File: src/rtl/noc_credit_arbiter_if.sv
// -----------------------------------------------------------------------------
// noc_credit_arbiter_if
// Bundles the requester-side handshake, the downstream credit return and the
// arbiter status outputs of one NoC output link.
//   master : requester/downstream side (drives req_i, last_i, credit_return_i)
//   slave  : arbiter side (drives grants, link select and credit status)
// Signals:
//   req_i / last_i       per-requester flit valid and tail-flit marker
//   gnt_o                one-hot-or-zero grant
//   out_valid_o          a flit moves this cycle
//   out_sel_o            index of the granted requester (0 when idle)
//   credit_return_i      one downstream credit returned this cycle
//   credits_o            current credit count
//   credits_low_o        credit count at or below the low-water level
//   credits_full_o       credit count at its maximum
//   locked_o             link held by a packet in flight
//   overflow_err_o       sticky credit-overflow error
// -----------------------------------------------------------------------------
interface noc_credit_arbiter_if #(
  parameter int N_REQ           = 4,
  parameter int SEL_BITWIDTH    = 2,
  parameter int CREDIT_BITWIDTH = 4
);
  logic [N_REQ-1:0]           req_i;
  logic [N_REQ-1:0]           last_i;
  logic [N_REQ-1:0]           gnt_o;
  logic                       out_valid_o;
  logic [SEL_BITWIDTH-1:0]    out_sel_o;
  logic                       credit_return_i;
  logic [CREDIT_BITWIDTH-1:0] credits_o;
  logic                       credits_low_o;
  logic                       credits_full_o;
  logic                       locked_o;
  logic                       overflow_err_o;

  modport master (
    output req_i, last_i, credit_return_i,
    input  gnt_o, out_valid_o, out_sel_o, credits_o, credits_low_o,
           credits_full_o, locked_o, overflow_err_o
  );

  modport slave (
    input  req_i, last_i, credit_return_i,
    output gnt_o, out_valid_o, out_sel_o, credits_o, credits_low_o,
           credits_full_o, locked_o, overflow_err_o
  );
endinterface

File: src/rtl/noc_credit_arbiter.sv
// -----------------------------------------------------------------------------
// noc_credit_arbiter
// Wormhole round-robin arbiter with credit-based flow control for a single NoC
// output link. Requesters compete round-robin for the link; once a multi-flit
// packet starts, the link stays locked to its owner until the tail flit has
// gone. A local up/down counter mirrors free space in the downstream buffer and
// no flit is granted while it is zero.
// Ports:
//   clk_i   clock, rising edge
//   rst_ni  asynchronous active-low reset
//   bus     noc_credit_arbiter_if.slave (handshake, credits, status)
// Grant, out_valid and out_sel are combinational from req/last and registered
// state; all credit and lock status outputs come straight from flops.
// -----------------------------------------------------------------------------
module noc_credit_arbiter #(
  parameter int N_REQ            = 4,
  parameter int SEL_BITWIDTH     = 2,
  parameter int CREDIT_BITWIDTH  = 4,
  parameter int MAX_CREDITS      = 8,
  parameter int LOW_CREDIT_LEVEL = 2
) (
  input  logic                  clk_i,
  input  logic                  rst_ni,
  noc_credit_arbiter_if.slave   bus
);

  typedef enum logic [0:0] {
    ST_IDLE   = 1'b0,
    ST_LOCKED = 1'b1
  } state_e;

  localparam logic [SEL_BITWIDTH-1:0]    SEL_ZERO    = {SEL_BITWIDTH{1'b0}};
  localparam logic [SEL_BITWIDTH-1:0]    SEL_ONE     = SEL_BITWIDTH'(1);
  localparam logic [SEL_BITWIDTH-1:0]    LAST_IDX    = SEL_BITWIDTH'(N_REQ - 1);
  localparam logic [CREDIT_BITWIDTH-1:0] CRED_ZERO   = {CREDIT_BITWIDTH{1'b0}};
  localparam logic [CREDIT_BITWIDTH-1:0] CRED_ONE    = CREDIT_BITWIDTH'(1);
  localparam logic [CREDIT_BITWIDTH-1:0] CRED_MAX    = CREDIT_BITWIDTH'(MAX_CREDITS);
  localparam logic [CREDIT_BITWIDTH-1:0] CRED_LOW    = CREDIT_BITWIDTH'(LOW_CREDIT_LEVEL);
  localparam logic                       LOW_AT_MAX  = (CRED_MAX <= CRED_LOW);

  // Registered state
  state_e                     state_r;
  logic [SEL_BITWIDTH-1:0]    owner_r;
  logic [SEL_BITWIDTH-1:0]    ptr_r;
  logic [CREDIT_BITWIDTH-1:0] credits_r;
  logic                       overflow_r;
  logic                       credits_low_r;
  logic                       credits_full_r;
  logic                       locked_r;

  // Combinational arbitration and next-state values
  logic                       avail_s;
  logic                       found_s;
  logic [SEL_BITWIDTH-1:0]    winner_s;
  logic [SEL_BITWIDTH-1:0]    cand_s;
  logic [N_REQ-1:0]           gnt_s;
  logic [SEL_BITWIDTH-1:0]    sel_s;
  logic [SEL_BITWIDTH-1:0]    sel_inc_s;
  logic                       xfer_s;
  logic                       xfer_last_s;
  state_e                     state_nxt_s;
  logic [SEL_BITWIDTH-1:0]    owner_nxt_s;
  logic [SEL_BITWIDTH-1:0]    ptr_nxt_s;
  logic [CREDIT_BITWIDTH-1:0] credits_nxt_s;
  logic                       overflow_nxt_s;

  assign avail_s = (credits_r != CRED_ZERO);

  // Round-robin search: first requesting index at or above ptr, with wrap.
  always_comb begin
    found_s  = 1'b0;
    winner_s = SEL_ZERO;
    cand_s   = ptr_r;
    for (int i = 0; i < N_REQ; i++) begin
      if (!found_s && bus.req_i[cand_s]) begin
        found_s  = 1'b1;
        winner_s = cand_s;
      end else begin
        found_s  = found_s;
      end
      cand_s = (cand_s == LAST_IDX) ? SEL_ZERO : (cand_s + SEL_ONE);
    end
  end

  // Grant generation: owner only while locked, round-robin winner when idle;
  // nothing at all without a credit.
  always_comb begin
    gnt_s  = {N_REQ{1'b0}};
    sel_s  = SEL_ZERO;
    xfer_s = 1'b0;
    if (avail_s) begin
      if (state_r == ST_LOCKED) begin
        // A stalled owner keeps the link; others are not back-filled.
        if (bus.req_i[owner_r]) begin
          gnt_s[owner_r] = 1'b1;
          sel_s          = owner_r;
          xfer_s         = 1'b1;
        end else begin
          xfer_s = 1'b0;
        end
      end else if (found_s) begin
        gnt_s[winner_s] = 1'b1;
        sel_s           = winner_s;
        xfer_s          = 1'b1;
      end else begin
        xfer_s = 1'b0;
      end
    end else begin
      xfer_s = 1'b0;
    end
    xfer_last_s = xfer_s & bus.last_i[sel_s];
    sel_inc_s   = (sel_s == LAST_IDX) ? SEL_ZERO : (sel_s + SEL_ONE);
  end

  // Next-state for the packet lock, round-robin pointer and credit counter.
  always_comb begin
    state_nxt_s    = state_r;
    owner_nxt_s    = owner_r;
    ptr_nxt_s      = ptr_r;
    credits_nxt_s  = credits_r;
    overflow_nxt_s = overflow_r;

    case (state_r)
      ST_IDLE: begin
        if (xfer_s && xfer_last_s) begin
          ptr_nxt_s = sel_inc_s;
        end else if (xfer_s) begin
          state_nxt_s = ST_LOCKED;
          owner_nxt_s = sel_s;
        end else begin
          state_nxt_s = ST_IDLE;
        end
      end
      ST_LOCKED: begin
        if (xfer_last_s) begin
          state_nxt_s = ST_IDLE;
          ptr_nxt_s   = sel_inc_s;
        end else begin
          state_nxt_s = ST_LOCKED;
        end
      end
      default: begin
        state_nxt_s = ST_IDLE;
      end
    endcase

    // A transfer and a return in the same cycle cancel out.
    case ({xfer_s, bus.credit_return_i})
      2'b10: begin
        credits_nxt_s = credits_r - CRED_ONE;
      end
      2'b01: begin
        if (credits_r == CRED_MAX) begin
          overflow_nxt_s = 1'b1;
        end else begin
          credits_nxt_s = credits_r + CRED_ONE;
        end
      end
      default: begin
        credits_nxt_s = credits_r;
      end
    endcase
  end

  // State, counter and status flops; status flags are precomputed from the
  // next credit value so they come directly from registers.
  always_ff @(posedge clk_i or negedge rst_ni) begin
    if (!rst_ni) begin
      state_r        <= ST_IDLE;
      owner_r        <= SEL_ZERO;
      ptr_r          <= SEL_ZERO;
      credits_r      <= CRED_MAX;
      overflow_r     <= 1'b0;
      credits_low_r  <= LOW_AT_MAX;
      credits_full_r <= 1'b1;
      locked_r       <= 1'b0;
    end else begin
      state_r        <= state_nxt_s;
      owner_r        <= owner_nxt_s;
      ptr_r          <= ptr_nxt_s;
      credits_r      <= credits_nxt_s;
      overflow_r     <= overflow_nxt_s;
      credits_low_r  <= (credits_nxt_s <= CRED_LOW);
      credits_full_r <= (credits_nxt_s == CRED_MAX);
      locked_r       <= (state_nxt_s == ST_LOCKED);
    end
  end

  assign bus.gnt_o          = gnt_s;
  assign bus.out_valid_o    = xfer_s;
  assign bus.out_sel_o      = sel_s;
  assign bus.credits_o      = credits_r;
  assign bus.credits_low_o  = credits_low_r;
  assign bus.credits_full_o = credits_full_r;
  assign bus.locked_o       = locked_r;
  assign bus.overflow_err_o = overflow_r;

endmodule

File: src/flat_wrapper.sv
// flat-port wrapper written by rule: the top's interface ports become plain ports
module noc_credit_arbiter_flat 
#(
  parameter int N_REQ            = 4,
  parameter int SEL_BITWIDTH     = 2,
  parameter int CREDIT_BITWIDTH  = 4,
  parameter int MAX_CREDITS      = 8,
  parameter int LOW_CREDIT_LEVEL = 2
)
  (clk_i, rst_ni, bus_req_i, bus_last_i, bus_credit_return_i, bus_gnt_o, bus_out_valid_o, bus_out_sel_o, bus_credits_o, bus_credits_low_o, bus_credits_full_o, bus_locked_o, bus_overflow_err_o);
  noc_credit_arbiter_if #(.N_REQ(N_REQ), .SEL_BITWIDTH(SEL_BITWIDTH), .CREDIT_BITWIDTH(CREDIT_BITWIDTH)) bus_i ();
  input  logic clk_i;
  input  logic rst_ni;
  input wire logic [$bits(bus_i.req_i)-1:0] bus_req_i;
  input wire logic [$bits(bus_i.last_i)-1:0] bus_last_i;
  input wire logic [$bits(bus_i.credit_return_i)-1:0] bus_credit_return_i;
  output wire logic [$bits(bus_i.gnt_o)-1:0] bus_gnt_o;
  output wire logic [$bits(bus_i.out_valid_o)-1:0] bus_out_valid_o;
  output wire logic [$bits(bus_i.out_sel_o)-1:0] bus_out_sel_o;
  output wire logic [$bits(bus_i.credits_o)-1:0] bus_credits_o;
  output wire logic [$bits(bus_i.credits_low_o)-1:0] bus_credits_low_o;
  output wire logic [$bits(bus_i.credits_full_o)-1:0] bus_credits_full_o;
  output wire logic [$bits(bus_i.locked_o)-1:0] bus_locked_o;
  output wire logic [$bits(bus_i.overflow_err_o)-1:0] bus_overflow_err_o;
  assign bus_i.req_i = bus_req_i;
  assign bus_i.last_i = bus_last_i;
  assign bus_i.credit_return_i = bus_credit_return_i;
  assign bus_gnt_o = bus_i.gnt_o;
  assign bus_out_valid_o = bus_i.out_valid_o;
  assign bus_out_sel_o = bus_i.out_sel_o;
  assign bus_credits_o = bus_i.credits_o;
  assign bus_credits_low_o = bus_i.credits_low_o;
  assign bus_credits_full_o = bus_i.credits_full_o;
  assign bus_locked_o = bus_i.locked_o;
  assign bus_overflow_err_o = bus_i.overflow_err_o;
  noc_credit_arbiter #(.N_REQ(N_REQ), .SEL_BITWIDTH(SEL_BITWIDTH), .CREDIT_BITWIDTH(CREDIT_BITWIDTH), .MAX_CREDITS(MAX_CREDITS), .LOW_CREDIT_LEVEL(LOW_CREDIT_LEVEL)) u_core (.clk_i(clk_i), .rst_ni(rst_ni), .bus(bus_i));
endmodule
File: config.mk
export PLATFORM = sky130hd
export DESIGN_NAME = noc_credit_arbiter_flat
export DESIGN_NICKNAME = d
export VERILOG_FILES = /design/src/rtl/noc_credit_arbiter_if.sv /design/src/rtl/noc_credit_arbiter.sv /design/src/flat_wrapper.sv
export SDC_FILE = /design/constraint.sdc
export NUM_CORES = 1
export LEC_CHECK = 0
export ABC_CLOCK_PERIOD_IN_PS = 4800
export CAP_MARGIN = 10
export CORE_ASPECT_RATIO = 0.5
export CORE_UTILIZATION = 36
export CTS_CLUSTER_DIAMETER = 200
export DETAILED_ROUTE_END_ITERATION = 10
export PLACE_DENSITY = 0.64
export SLEW_MARGIN = 20
export SYNTH_ARGS = -nofsm -noshare
export SYNTH_HDL_FRONTEND = slang
export SYNTH_SLANG_ARGS = --single-unit
export TNS_END_PERCENT = 50
File: constraint.sdc
create_clock -name clk_i -period 4.8 [get_ports clk_i]
set_clock_uncertainty 0.2 [all_clocks]
set_input_delay 1.44 -clock clk_i [delete_from_list [all_inputs] [get_ports clk_i]]
set_output_delay 1.44 -clock clk_i [all_outputs]
set_load 0.05 [all_outputs]
==> metrics.md <==
| Metric | Value |
|---|---|
| Achievable Freq | `202 MHz` |
| Synth async-reset ratio | `100%` |
| Max-capacitance violation count | `0` |
| DP HPWL | `2910 µm` |
| RSZ-0062 raised after global routing | `yes` |
| Post-synth cell types | `52` |
| CTS Buf Count | `3` |
| Die width | `88.6 µm` |
| Routed Antenna Nets | `0` |
| Clk_lat worst skew | `240 ps` |
| Final wirelength | `4190 µm` |
| Placement Rows | `15` |
| Non-Filler Instances | `274` |
| Number of synthesis warnings | `0` |
| CTS tree | `done` |
| Critical Path, Cell by Cell | `buf_6 -> buf_6 -> o21bai_4 -> o32a_4 -> a2111oi_4 -> buf_4 -> o21ai_4 -> o311a_4 -> a32oi_2 -> nor2_2 -> buf_12` |
| Violated checks | `setup timing` |
| Max incr delay on CP | `370 ps` |
| DRC errors left | `0` |
| Status | `finished with violations` |
| Initial antenna violation count | `0` |
| Measured slew at the worst slew-check pin | `607 ps` |
| Number of fillers in the final layout | `313` |
| CP delay by family, top | `compound AO/OA/AOI/OAI gates` |
| Placed Cells | `257` |
| Slew Limit Fails | `0` |
| Clock sink total | `12` |
| Clock slew at reported path FFs | `50 ps` |
| Detailed router's first-iteration violation count | `87` |
| Routed len/inst | `15.3 µm` |
| Final hold vios | `0` |
| Nature of the critical path endpoint | `output pin` |
| Area of the multi-input gates | `1080 µm²` |
| H-tree Lvls | `1` |
| Maximum net fanout on the critical path | `5` |
| Flops & latches, synth | `12` |
| Area grow syn2layout | `61.2%` |
| Worst Path Buf+Inv | `4` |
| Sequential Area | `303 µm²` |
| Required time worst endpoint | `3160 ps` |
| Worst Path Class, Setup | `primary input to output pin` |
| Critical path launch point type | `primary input` |
| Pre-CTS WS | `-751 ps` |
| Core Region | `3510 µm²` |
| Vias | `1511` |
| Placer congestion estimate | `0.883` |
| WP data arrival | `3310 ps` |
| Die H | `45.3 µm` |
| Deepest clock path buffer count | `2` |
| GRT Util Overall | `22.1%` |
| Vias in the first global route | `1445` |
| First-pass GRT wire length | `6810 µm` |
| DRT Pass-1 Iters | `4` |
| Area post-placement | `1890 µm²` |
| Syn_nets | `185` |
| Initial core utilization | `38.4%` |
| Final setup fails | `6` |
| Final instance area | `2170 µm²` |
| CTS root buf | `clkbuf_8` |
| Ant. Diodes | `0` |
| Share of post-route cells with drive strength above 1 | `39.5%` |
| Setup WS post-layout | `-151 ps` |
| EDFF count, synth | `0` |
| Grt ovf | `0` |
| Final worst-path cycle share | `103%` |
| Vias per cell | `5.51` |
| Worst hold path class | `flop to flop` |
| Most used cell, CP | `buf_6` |
| # IOs | `26` |
| Rel. slew slack | `59.2%` |
| Worst path slowest cell | `a2111oi_4` |
| Post-Syn Instances | `169` |
| Synthesized area per cell | `7.98 µm²` |
| # port buffers | `25` |
| Post-Synthesis Cell Area | `1350 µm²` |
| Largest net degree at the start of global routing | `18` |
| Die area | `4010 µm²` |
| Main synth FF type | `dfrtp_1` |
| Fin crit period | `4950 ps` |
| Post-synthesis sequential area ratio | `22.4%` |
| Nets | `240` |
## cells by family (layout without fill, tap and decap cells)
family                     count (synthesis)  after routing  share of synthesized area (%)
and+or+nand+nor                           59             59                           22.8
AOI/OAI and AO/OA                         49             49                           28.9
buffers and inverters                     31             85                           10.2
muxes                                     13             13                           10.9
DFF                                       12             12                           22.4
adders and majority gates                  5              5                           4.64
## cell type report
cell class	count	area share (%)
Clock buffer	4	2.53
Inverter	16	3.05
Multi-Input combinational cell	126	49.7
Sequential cell	12	13.9
Tap cell	51	2.93
Timing Repair Buffer	65	27.8
## routing by layer
layer	wire length, µm	vias up	track usage, %
met1	1940	726	29.7
li1	-	739	-
met5	0	-	0
met4	36	0	2.58
met3	196	4	3.66
met2	2020	42	39.1
## repair_timing
| action | CTS | global route |
|---|---|---|
| gates resized for setup | 39 | 4 |
| setup buffers | 8 | 5 |
| endpoints found under the setup margin | 7 | 7 |
| pin swaps | 10 | 8 |
| hold buffers | 0 | 0 |
## cells in the mapped netlist, drive strengths merged (4+ instances only)
| cell type | count | share of area [%] |
|---|---|---|
| a21oi | 8 | 3.0 |
| dfrtp | 10 | 19 |
| inv | 16 | 4.5 |
| mux2i | 8 | 6.2 |
| nand3 | 5 | 1.9 |
| mux2 | 5 | 4.7 |
| nor4 | 4 | 1.9 |
| nand2 | 14 | 3.9 |
| nor3 | 5 | 1.9 |
| nand3b | 4 | 2.2 |
| o21ai | 9 | 3.3 |
| buf | 5 | 2.8 |
| ha | 5 | 4.6 |
| nor2 | 13 | 3.6 |
| clkbuf | 10 | 3.0 |
## registers in the layout, summed over array words and instances (netlist names), named ones only
signal	cells
u_core.bus.credits_full_o	1
u_core.bus.credits_low_o	1
u_core.bus.credits_o	4
u_core.bus.overflow_err_o	1
u_core.owner_r	2
u_core.ptr_r	2
## stage by stage
step,util (%),hold WS [ps],setup TNS (ps)
after detailed placement,53.9,261,-4380
after global placement,53.9,269,-4000
after floorplan,-,366,-851
final,62.0,277,-695
after global routing,62.0,323,-1230
after CTS,60.1,283,-838
## path summary, 6_finish.rpt
check | from | end | slack [ps] | cells past startpoint
max | bus_req_i[2] | bus_gnt_o[1] | -150 | 11
min | u_core.bus.overflow_err_o$_DFFE_PN0P_ | u_core.bus.overflow_err_o$_DFFE_PN0P_ | 280 | 1
max reg2reg | u_core.ptr_r[0]$_DFFE_PN0P_ | u_core.bus.credits_full_o$_DFF_PN1_ | 980 | 14
min reg2reg | u_core.bus.overflow_err_o$_DFFE_PN0P_ | u_core.bus.overflow_err_o$_DFFE_PN0P_ | 280 | 1
max in group asynchronous | rst_ni | u_core.bus.credits_o[3]$_DFF_PN1_ | 2710 | 1
min in group asynchronous | rst_ni | u_core.bus.credits_o[1]$_DFF_PN0_ | 1340 | 1
## placed cells by master (no fill, tap or decap), types with 3 or more instances in the layout
master	netlist	final
nand2_1	14	14
ha_1	5	5
dfrtp_1	10	10
buf_6	2	6
mux2i_4	0	3
nand3b_1	4	4
nor3_1	5	5
nor2_1	13	9
clkbuf_8	0	4
a21oi_1	8	7
mux2i_1	7	5
o211ai_1	3	3
o21ai_0	9	8
nor4_1	4	4
nand3_1	5	5
inv_1	16	13
mux2_4	2	5
buf_12	0	5
buf_4	0	39
clkdlybuf4s50_1	0	14
Power is not shown: default switching activity piles up to over one toggle a cycle in this logic, so the estimate is an artifact.
